$ cat src/rtl/traffic_light_pkg.sv
// Shared types and default timing for the single-road traffic-light sequencer.
package traffic_light_pkg;

  // Light code doubles as the FSM state encoding; 2'b11 is never a legal phase.
  typedef enum logic [1:0] {
    RED    = 2'b00,
    GREEN  = 2'b01,
    YELLOW = 2'b10
  } light_t;

  localparam int DEF_RED_CYCLES    = 4;
  localparam int DEF_GREEN_CYCLES  = 4;
  localparam int DEF_YELLOW_CYCLES = 2;

  // Timer width able to hold the largest (DURATION-1); never narrower than 1 bit.
  function automatic int cnt_width(input int r, input int g, input int y);
    int m;
    m = r;
    if (g > m) m = g;
    if (y > m) m = y;
    return (m <= 1) ? 1 : $clog2(m);
  endfunction

endpackage

$ cat src/rtl/traffic_light_fsm_phase_timer.sv
// Loadable phase down-counter; expired flags the last cycle of the current phase.
module phase_timer #(
  parameter int              CNT_W   = 2,
  parameter logic [CNT_W-1:0] RST_VAL = '0
) (
  input  logic             clk,
  input  logic             reset,
  input  logic             load,
  input  logic [CNT_W-1:0] load_val,
  output logic             expired
);

  logic [CNT_W-1:0] count;

  // Reload on phase change, otherwise count down and park at zero.
  always_ff @(posedge clk or negedge reset) begin
    if (!reset) begin
      count <= RST_VAL;
    end else if (load) begin
      count <= load_val;
    end else if (count != '0) begin
      count <= count - CNT_W'(1);
    end
  end

  assign expired = (count == '0);

endmodule

$ cat src/rtl/traffic_light_fsm.sv
// Traffic-light sequencer: RED -> GREEN -> YELLOW -> RED, each phase held for a
// fixed number of cycles. The light output is the state register itself.
module traffic_light_fsm
  import traffic_light_pkg::*;
#(
  parameter int RED_CYCLES    = DEF_RED_CYCLES,
  parameter int GREEN_CYCLES  = DEF_GREEN_CYCLES,
  parameter int YELLOW_CYCLES = DEF_YELLOW_CYCLES
) (
  input  logic       clk,
  input  logic       reset,
  output logic [1:0] light
);

  localparam int CNT_W = cnt_width(RED_CYCLES, GREEN_CYCLES, YELLOW_CYCLES);
  localparam logic [CNT_W-1:0] RED_RELOAD = CNT_W'(RED_CYCLES - 1);

  light_t           state;
  light_t           next_state;
  logic             illegal;
  logic             expired;
  logic             load;
  logic [CNT_W-1:0] load_val;

  // Timer reload value for the phase about to be entered.
  function automatic logic [CNT_W-1:0] phase_len_m1(input light_t s);
    case (s)
      GREEN:   return CNT_W'(GREEN_CYCLES - 1);
      YELLOW:  return CNT_W'(YELLOW_CYCLES - 1);
      default: return RED_RELOAD;
    endcase
  endfunction

  // Next phase; an illegal code recovers to a fresh RED on the very next edge.
  always_comb begin
    next_state = RED;
    illegal    = 1'b0;
    case (state)
      RED:     next_state = GREEN;
      GREEN:   next_state = YELLOW;
      YELLOW:  next_state = RED;
      default: begin
        next_state = RED;
        illegal    = 1'b1;
      end
    endcase
    load     = expired | illegal;
    load_val = phase_len_m1(next_state);
  end

  phase_timer #(
    .CNT_W   (CNT_W),
    .RST_VAL (RED_RELOAD)
  ) u_timer (
    .clk      (clk),
    .reset    (reset),
    .load     (load),
    .load_val (load_val),
    .expired  (expired)
  );

  // State register: advances only when the timer reloads; reset forces RED at once.
  always_ff @(posedge clk or negedge reset) begin
    if (!reset) begin
      state <= RED;
    end else if (load) begin
      state <= next_state;
    end
  end

  assign light = state;

endmodule

$ cat config.mk
export PLATFORM = sky130hd
export DESIGN_NAME = traffic_light_fsm
export DESIGN_NICKNAME = d
export VERILOG_FILES = /design/src/rtl/traffic_light_pkg.sv /design/src/rtl/traffic_light_fsm_phase_timer.sv /design/src/rtl/traffic_light_fsm.sv
export SDC_FILE = /design/constraint.sdc
export NUM_CORES = 1
export LEC_CHECK = 0
export CORE_AREA = 2 2 39 41
export CTS_CLUSTER_SIZE = 30
export DETAILED_ROUTE_END_ITERATION = 8
export DIE_AREA = 0 0 41 43
export PLACE_DENSITY = 0.39
export SKIP_CTS_REPAIR_TIMING = 1
export SLEW_MARGIN = 20
export SYNTH_ARGS = -nofsm -noshare
export SYNTH_HDL_FRONTEND = slang
export SYNTH_HIERARCHICAL = 1
export SYNTH_SLANG_ARGS = --single-unit
$ cat constraint.sdc
create_clock -name clk -period 2.7 [get_ports clk]
set_input_delay 0.675 -clock clk [delete_from_list [all_inputs] [get_ports clk]]
set_output_delay 0.675 -clock clk [all_outputs]
set_load 0.01 [all_outputs]
# After elaboration in Yosys (flattened, before gate mapping)
# Cells that the tools add are included.
[op_classes]
addsub = 1
n_eq_ne = 3
muxes = 5
bitwise = 1
n_reduce_logical = 5
[op_table]
columns = ["operator", "count"]
rows = [
  ["2-bit 2-to-1 mux", 3],
  ["2-bit == test, second input constant", 2],
  ["2-bit zero test", 2],
  ["2-bit case mux with 2 select lines", 1],
  ["2-bit nonzero test", 2],
  ["3-bit OR reduction", 1],
  ["2-bit by 1-bit == test with 1-bit output, second input constant", 1],
  ["2-bit by 1-bit subtractor with 2-bit output, second input constant", 1],
  ["1-bit 2-to-1 mux", 1],
  ["1-bit OR", 1],
]
[word_totals]
register_bits = 4
output_inout_bits = 2
word_cells = 17

# Longest topological paths before layout
# Gate-level depths: netlist of the first run.
[logic_depth]
depth_word = 5
depth_mapped = 6
mapped_depth_nobuf = 6

# Cells and area by module
# The synthesis of the first run kept the hierarchy.
[modules_own_cells]
columns = ["mod", "instances", "cells_each", "area_per_inst_um2", "seq_area_each_um2"]
rows = [
  ["phase_timer", 1, 12, 116.4, 52.6],
  ["traffic_light_fsm", 1, 11, 96.3, 50.0],
]

# Least setup slack after synthesis of the first run
# OpenSTA, ideal clock, no wires.
[synth_timing]
path_kind = "reg2reg"
start = "reg u_timer.count[0]"
end = "reg u_timer.count[1]"
setup_time_ps = 82
arrival_ps = 1241
required_ps = 2618
setup_slack_ps = 1377
stages_incl_launch_ff = 6
n_path_buf = 0
synth_period_minus_slack_ps = 1323
cell_sequence = "dfstp_2 -> inv_1 -> ha_1 -> inv_1 -> nand2_1 -> o31a_1"
[synth_between]
elab_chain_cells = 3
elab_cells_between_ends = 7
cone_classes = "add/sub: 1; mux: 2; bitwise: 1; reduce/logical: 3"
[synth_lines]
columns = ["element", "line", "source"]
rows = [
  ["from (decl)", "traffic_light_fsm_phase_timer.sv:13", "logic [CNT_W-1:0] count;"],
  ["from (signal assigned)", "traffic_light_fsm_phase_timer.sv:20", "count <= load_val;"],
  ["from (signal assigned)", "traffic_light_fsm_phase_timer.sv:22", "count <= count - CNT_W'(1);"],
  ["2-bit zero test (*)", "traffic_light_fsm_phase_timer.sv:26", "assign expired = (count == '0);"],
  ["via expired", "traffic_light_fsm.sv:21", "logic expired;"],
  ["1-bit OR (*)", "traffic_light_fsm.sv:47", "load = expired | illegal;"],
  ["via load", "traffic_light_fsm.sv:22", "logic load;"],
  ["2-bit 2-to-1 mux or 2-bit nonzero test (tied branches)", "--", ""],
]
# The timed path passes the listed nets; every way through them passes the cells marked *. The select of a mux whose other input is x is not followed.
# A chain may end at the register's enable or synchronous reset.

# Worst setup path in the final report of the first run
[layout_timing]
start = "reg state[0] (netlist: light[0])"
end = "out light[0]"
[layout_lines]
columns = ["element", "line", "source"]
rows = [
  ["from (decl)", "traffic_light_fsm.sv:18", "light_t state;"],
  ["from (signal assigned)", "traffic_light_fsm.sv:67", "state <= next_state;"],
  ["to (decl)", "traffic_light_fsm.sv:12", "output logic [1:0] light"],
]
# No word-level cell between the ends.

==> results.txt, run 1 <==
status = finished, final reports clean
TritonCTS clock tree = done
global-route wire length before repair = 641 um
DR iter-0 viols = 7
Sink Count = 4
Startpoint Class = register
GP Congestion = 0.661
final hold vios = 0
setup violators final = 0
Net Count, Synth = 26
Mapped Cells = 23
Die W = 41 um
Max-Cap Viols = 0
Tmin final = 1.89 ns
drc violations = 0
number of warning messages in the yosys log = 6
RSZ-0062 raised after global routing = no
FF+latch count, synth = 4
Commonest cells post-synth = inv_1 (3), nand2_1 (3), nor2_1 (3), dfrtp_1 (2), dfstp_2 (2)
layout cells sized above 1 = 16.7%
Final Cycle Share = 70.0%
EDFF count, synth = 0
Max stage delay cell, worst path = clkdlybuf4s50_1
cells along the critical path = clkdlybuf4s50_1
slowest stage delay, CP = 0.57 ns
Min-Delay Path Class = register to register
buffers from clock root to sink, at most = 2
later-pin clock latency in the skew report = 0.23 ns
Final Skew = 0.00182 ns
vias per inst = 3.50
P per Cell Area = 1360 nW/um^2
Netlist cell types = 15
CTS root buf = clkbuf_4
f_max = 0.529 GHz
largest net degree at the start of global routing = 7
starting density of the core = 15.4%
Crit. End Element = output pin
Detail Route Antenna Nets = 0
maximum level of the CTS H-tree = 1
clk slew on worst S/H paths = 0.04 ns
Wirelength per Cell = 8.09 um
total global-route track usage = 6.02%
Peak VDD IR = 0.000473 V
critical path class = register to output pin
syn avg cell area = 9.25 um^2
Die ar. = 1760 um^2
Area growth, synth to finish = 35.9%
total gr overflow = 0
Die Ht = 43 um
initial antenna violation count = 0
DP HPWL = 281 um
setup TNS = 0 ns
Synth area leaders = dfstp_2 (25%), dfrtp_1 (24%), ha_1 (5.9%)
Buf+Inv Stages, Crit Path = 1
Synth area leader = dfstp_2
total power draw = 393 uW
Layout Nets = 34
Top Ports = 4
Core Util, Final = 20.9%
TritonCTS Buffers = 3
DRT Pass-1 Iters = 4
DRT Wirelength = 372 um
via count = 161
PortBufs = 3
WP data arrival = 1.22 ns
core region area = 1380 um^2
Worst path top cell family by delay = buffers and inverters
Filler cells = 150
Synth Flop Type = dfstp_2
leakage = 0.000130 uW
crit path max fanout = 5
Placement Rows = 14
fin. max-slew vios = 0
CP Data Required Time = 2.03 ns
reg-to-reg slack, setup = 1.28 ns
vias in the first global route = 174
ys async rst share = 100%
post-synth top area share = 24.7%
Synth Cell Area = 213 um^2
register area share after synthesis = 48.2%
Antenna diodes = 0
[cell families (layout without fill, tap and decap cells)]
logic type	after synthesis	after routing	synth area share [%]
AO/OA/AOI/OAI	3	3	10.6
other	1	1	1.76
buffers and inverters	3	10	5.29
adder cells (fa/ha/maj)	1	1	5.88
flip-flops	4	4	48.2
XOR/XNOR	2	2	8.24
AND/OR/NAND/NOR	9	9	20.0
[power breakdown]
group | leakage [uW] | switching, uW | internal, uW | total (uW)
registers | 0.0000468 | 26.0 | 105 | 131
logic | 0.0000688 | 86.5 | 94.4 | 181
clock network | 0.0000150 | 25.8 | 55.5 | 81.4
[cell usage in the layout (no fill, tap or decap)]
master,count
xor2_1,1
nand2b_1,1
dfrtp_1,2
clkbuf_1,1
ha_1,1
o31a_1,1
xnor2_1,1
or2b_1,1
dfstp_2,2
o21ai_0,1
o2bb2ai_1,1
conb_1,1
nand2_1,3
and2_1,1
inv_1,3
clkdlybuf4s50_1,3
clkbuf_4,3
nor2_1,3
[cell type report]
type / instances / area [um^2] / share of cell area, %
clock buffers: 4 / 26.3 / 9.09
inverters: 3 / 11.3 / 3.90
repair buffers: 3 / 30.0 / 10.4
flip-flops and latches: 4 / 103 / 35.5
well taps: 16 / 20.0 / 6.93
multi-input cells: 16 / 98.8 / 34.2
[path summary, 6_finish.rpt]
path                                   from                to  cells after the start
hold / removal                     light[1]          light[0]                      1
setup / recovery                   light[0]          light[0]                      1
hold reg to reg                    light[1]          light[0]                      1
max in group asynchronous             reset  u_timer/count[0]                      1
min in group asynchronous             reset          light[0]                      1
setup reg to reg           u_timer/count[0]  u_timer/count[1]                      5
[worst register-to-register path: cells and delay by family, from the launching register on]
| family | cells | cell delay, ns |
|---|---|---|
| flops | 1 | 0.53 |
| compound gates | 1 | 0.30 |
| fa+ha+maj | 1 | 0.28 |
| buf+inv | 2 | 0.14 |
| simple gates | 1 | 0.09 |
[per-layer routing]
metal | up-vias | track usage (%) | wire length [um]
met5 | - | 0 | 0
met4 | 0 | 4.00 | 0
met3 | 0 | 6.28 | 40
met2 | 8 | 5.94 | 142
met1 | 69 | 7.40 | 190
li1 | 84 | - | -
[registers in the layout, indices dropped and copies added (netlist names)]
signal / flops
u_timer/count: 2
light: 2
[per-stage QoR]
| stage | hold WS (ns) | instance area (um^2) | instances | setup WS (ns) |
|---|---|---|---|---|
| 4_1_cts | 0.494 | 289 | 46 | 0.798 |
| 2_1_floorplan | 0.379 | 213 | 23 | 1.38 |
| 5_1_grt | 0.501 | 289 | 46 | 0.766 |
| 3_3_place_gp | 0.486 | 263 | 42 | 1.07 |
| 6_report | 0.492 | 289 | 46 | 0.810 |
| 3_5_place_dp | 0.496 | 263 | 42 | 1.06 |
No activity file was read; power rests on OpenSTA's default activity.
==> run 2: changes to the inputs <==
clock period = 1.84 ns   (was 2.7 ns; I/O delays follow)
==> results.txt, run 2 (synthesis gave the netlist of run 1 again) <==
status = finished, final reports clean (unchanged)
buffers from clock root to sink, at most = 2 (unchanged)
vias in the first global route = 165 (was 174)
Die ar. = 1760 um^2 (unchanged)
Placed Instances = 42 (unchanged)
drc violations = 0 (unchanged)
Peak VDD IR = 0.000753 V (was 0.000473 V)
TritonCTS clock tree = done (unchanged)
uppermost layer routed = met3 (unchanged)
Antenna diodes = 0 (unchanged)
met2 wire length = 143 um (was 142 um)
Die W = 41 um (unchanged)
P per Cell Area = 1990 nW/um^2 (was 1360 nW/um^2)
vias per inst = 3.57 (was 3.50)
via count = 164 (was 161)
setup violators final = 0 (unchanged)
DR iter-0 viols = 7 (unchanged)
WP data arrival = 1.21 ns (was 1.22 ns)
cells along the critical path = clkdlybuf4s50_1 (unchanged)
largest net degree at the start of global routing = 7 (unchanged)
Final Cycle Share = 90.7%
Top Ports = 4 (unchanged)
later-pin clock latency in the skew report = 0.24 ns (was 0.23 ns)
total global-route track usage = 6.13% (was 6.02%)
met3 wire length = 35 um (was 40 um)
Crit. End Element = output pin (unchanged)
Area growth, synth to finish = 35.9% (unchanged)
PortBufs = 3 (unchanged)
clk slew on worst S/H paths = 0.04 ns (about the same)
Min-Delay Path Class = input port to asynchronous set/reset pin (was register to register)
reg-to-reg slack, setup = 0.44 ns (was 1.28 ns)
Buf+Inv Stages, Crit Path = 1 (unchanged)
DRT Pass-1 Iters = 4 (unchanged)
CTS root buf = clkbuf_4 (unchanged)
Max-Cap Viols = 0 (unchanged)
maximum level of the CTS H-tree = 1 (unchanged)
Placement Rows = 14 (unchanged)
Tmin final = 1.67 ns
setup TNS = 0 ns (unchanged)
TritonCTS Buffers = 3 (unchanged)
starting density of the core = 15.4% (unchanged)
Startpoint Class = register (unchanged)
final hold vios = 0 (unchanged)
Detail Route Antenna Nets = 0 (unchanged)
Routed met1 length = 181 um (was 190 um)
initial antenna violation count = 0 (unchanged)
Layout Nets = 34 (unchanged)
layout cells sized above 1 = 16.7% (unchanged)
total power draw = 574 uW (was 393 uW)
total gr overflow = 0 (unchanged)
Max stage delay cell, worst path = clkdlybuf4s50_1 (unchanged)
Final Skew = 0.00165 ns (was 0.00182 ns)
RSZ-0062 raised after global routing = no (unchanged)
GP Congestion = 0.662 (was 0.661)
global-route wire length before repair = 641 um (unchanged)
Finished Layout Cells = 46 (unchanged)
fin. max-slew vios = 0 (unchanged)
leakage = 0.000130 uW (unchanged)
Worst path top cell family by delay = buffers and inverters (unchanged)
CP Data Required Time = 1.38 ns (was 2.03 ns)
DRT Wirelength = 360 um (was 372 um)
Wirelength per Cell = 7.83 um (was 8.09 um)
DP HPWL = 278 um (was 281 um)
Die Ht = 43 um (unchanged)
crit path max fanout = 5 (unchanged)
Sink Count = 4 (unchanged)
core region area = 1380 um^2 (unchanged)
slowest stage delay, CP = 0.57 ns (about the same)
most frequent cells in the layout = inv_1 (3), nand2_1 (3), nor2_1 (3), clkbuf_4 (3), clkdlybuf4s50_1 (3) (unchanged)
Core Util, Final = 20.9% (unchanged)
f_max = 0.599 GHz
critical path class = register to output pin (unchanged)
==> run 2: cell counts in the layout (fill, tap and decap cells not counted) <==
Identical to the previous run, type by type.
==> run 2: cell type report <==
| class | count | area (um^2) |
|---|---|---|
| inverter | 3 | 11.3 |
| clock buffer | 4 | 26.3 |
| fill | 153 | 1090 |
| sequential | 4 | 103 |
| multi-input combinational | 16 | 98.8 |
| timing repair buffer | 3 | 30.0 |
| tap | 16 | 20.0 |
==> run 2: metrics by stage <==
step | worst slack (ns) | area, um^2 | hold WS (ns)
floorplan | 0.517 | 213 | 0.164
global placement | 0.428 | 263 | 0.485
detailed placement | 0.420 | 263 | 0.494
CTS | 0.154 | 289 | 0.433
global route | 0.125 | 289 | 0.442
finish | 0.171 | 289 | 0.431
==> run 2: worst paths after layout <==
| path | endpoint | cells after the start | startpoint |
|---|---|---|---|
| worst max-delay path | light[0] | 1 | light[0] |
| worst min register to register | light[0] | 1 | light[1] |
| worst max register to register | u_timer/count[1] | 5 | u_timer/count[0] |
| min in group clk | light[0] | 1 | light[1] |
| worst min-delay path | light[1] | 1 | reset |
| max in group asynchronous | u_timer/count[0] | 1 | reset |
==> run 2: report_power, final <==
part           internal [uW]  switching [uW]
Combinational            138             124
Clock                   81.6            39.9
Sequential               153            36.5
Total                    373             201
==> run 2: routing by layer <==
| metal | track usage, % | vias to the layer above |
|---|---|---|
| met5 | 0 | - |
| met4 | 4.00 | 0 |
| met3 | 6.28 | 0 |
| met2 | 5.94 | 6 |
| met1 | 7.74 | 74 |
| li1 | - | 84 |
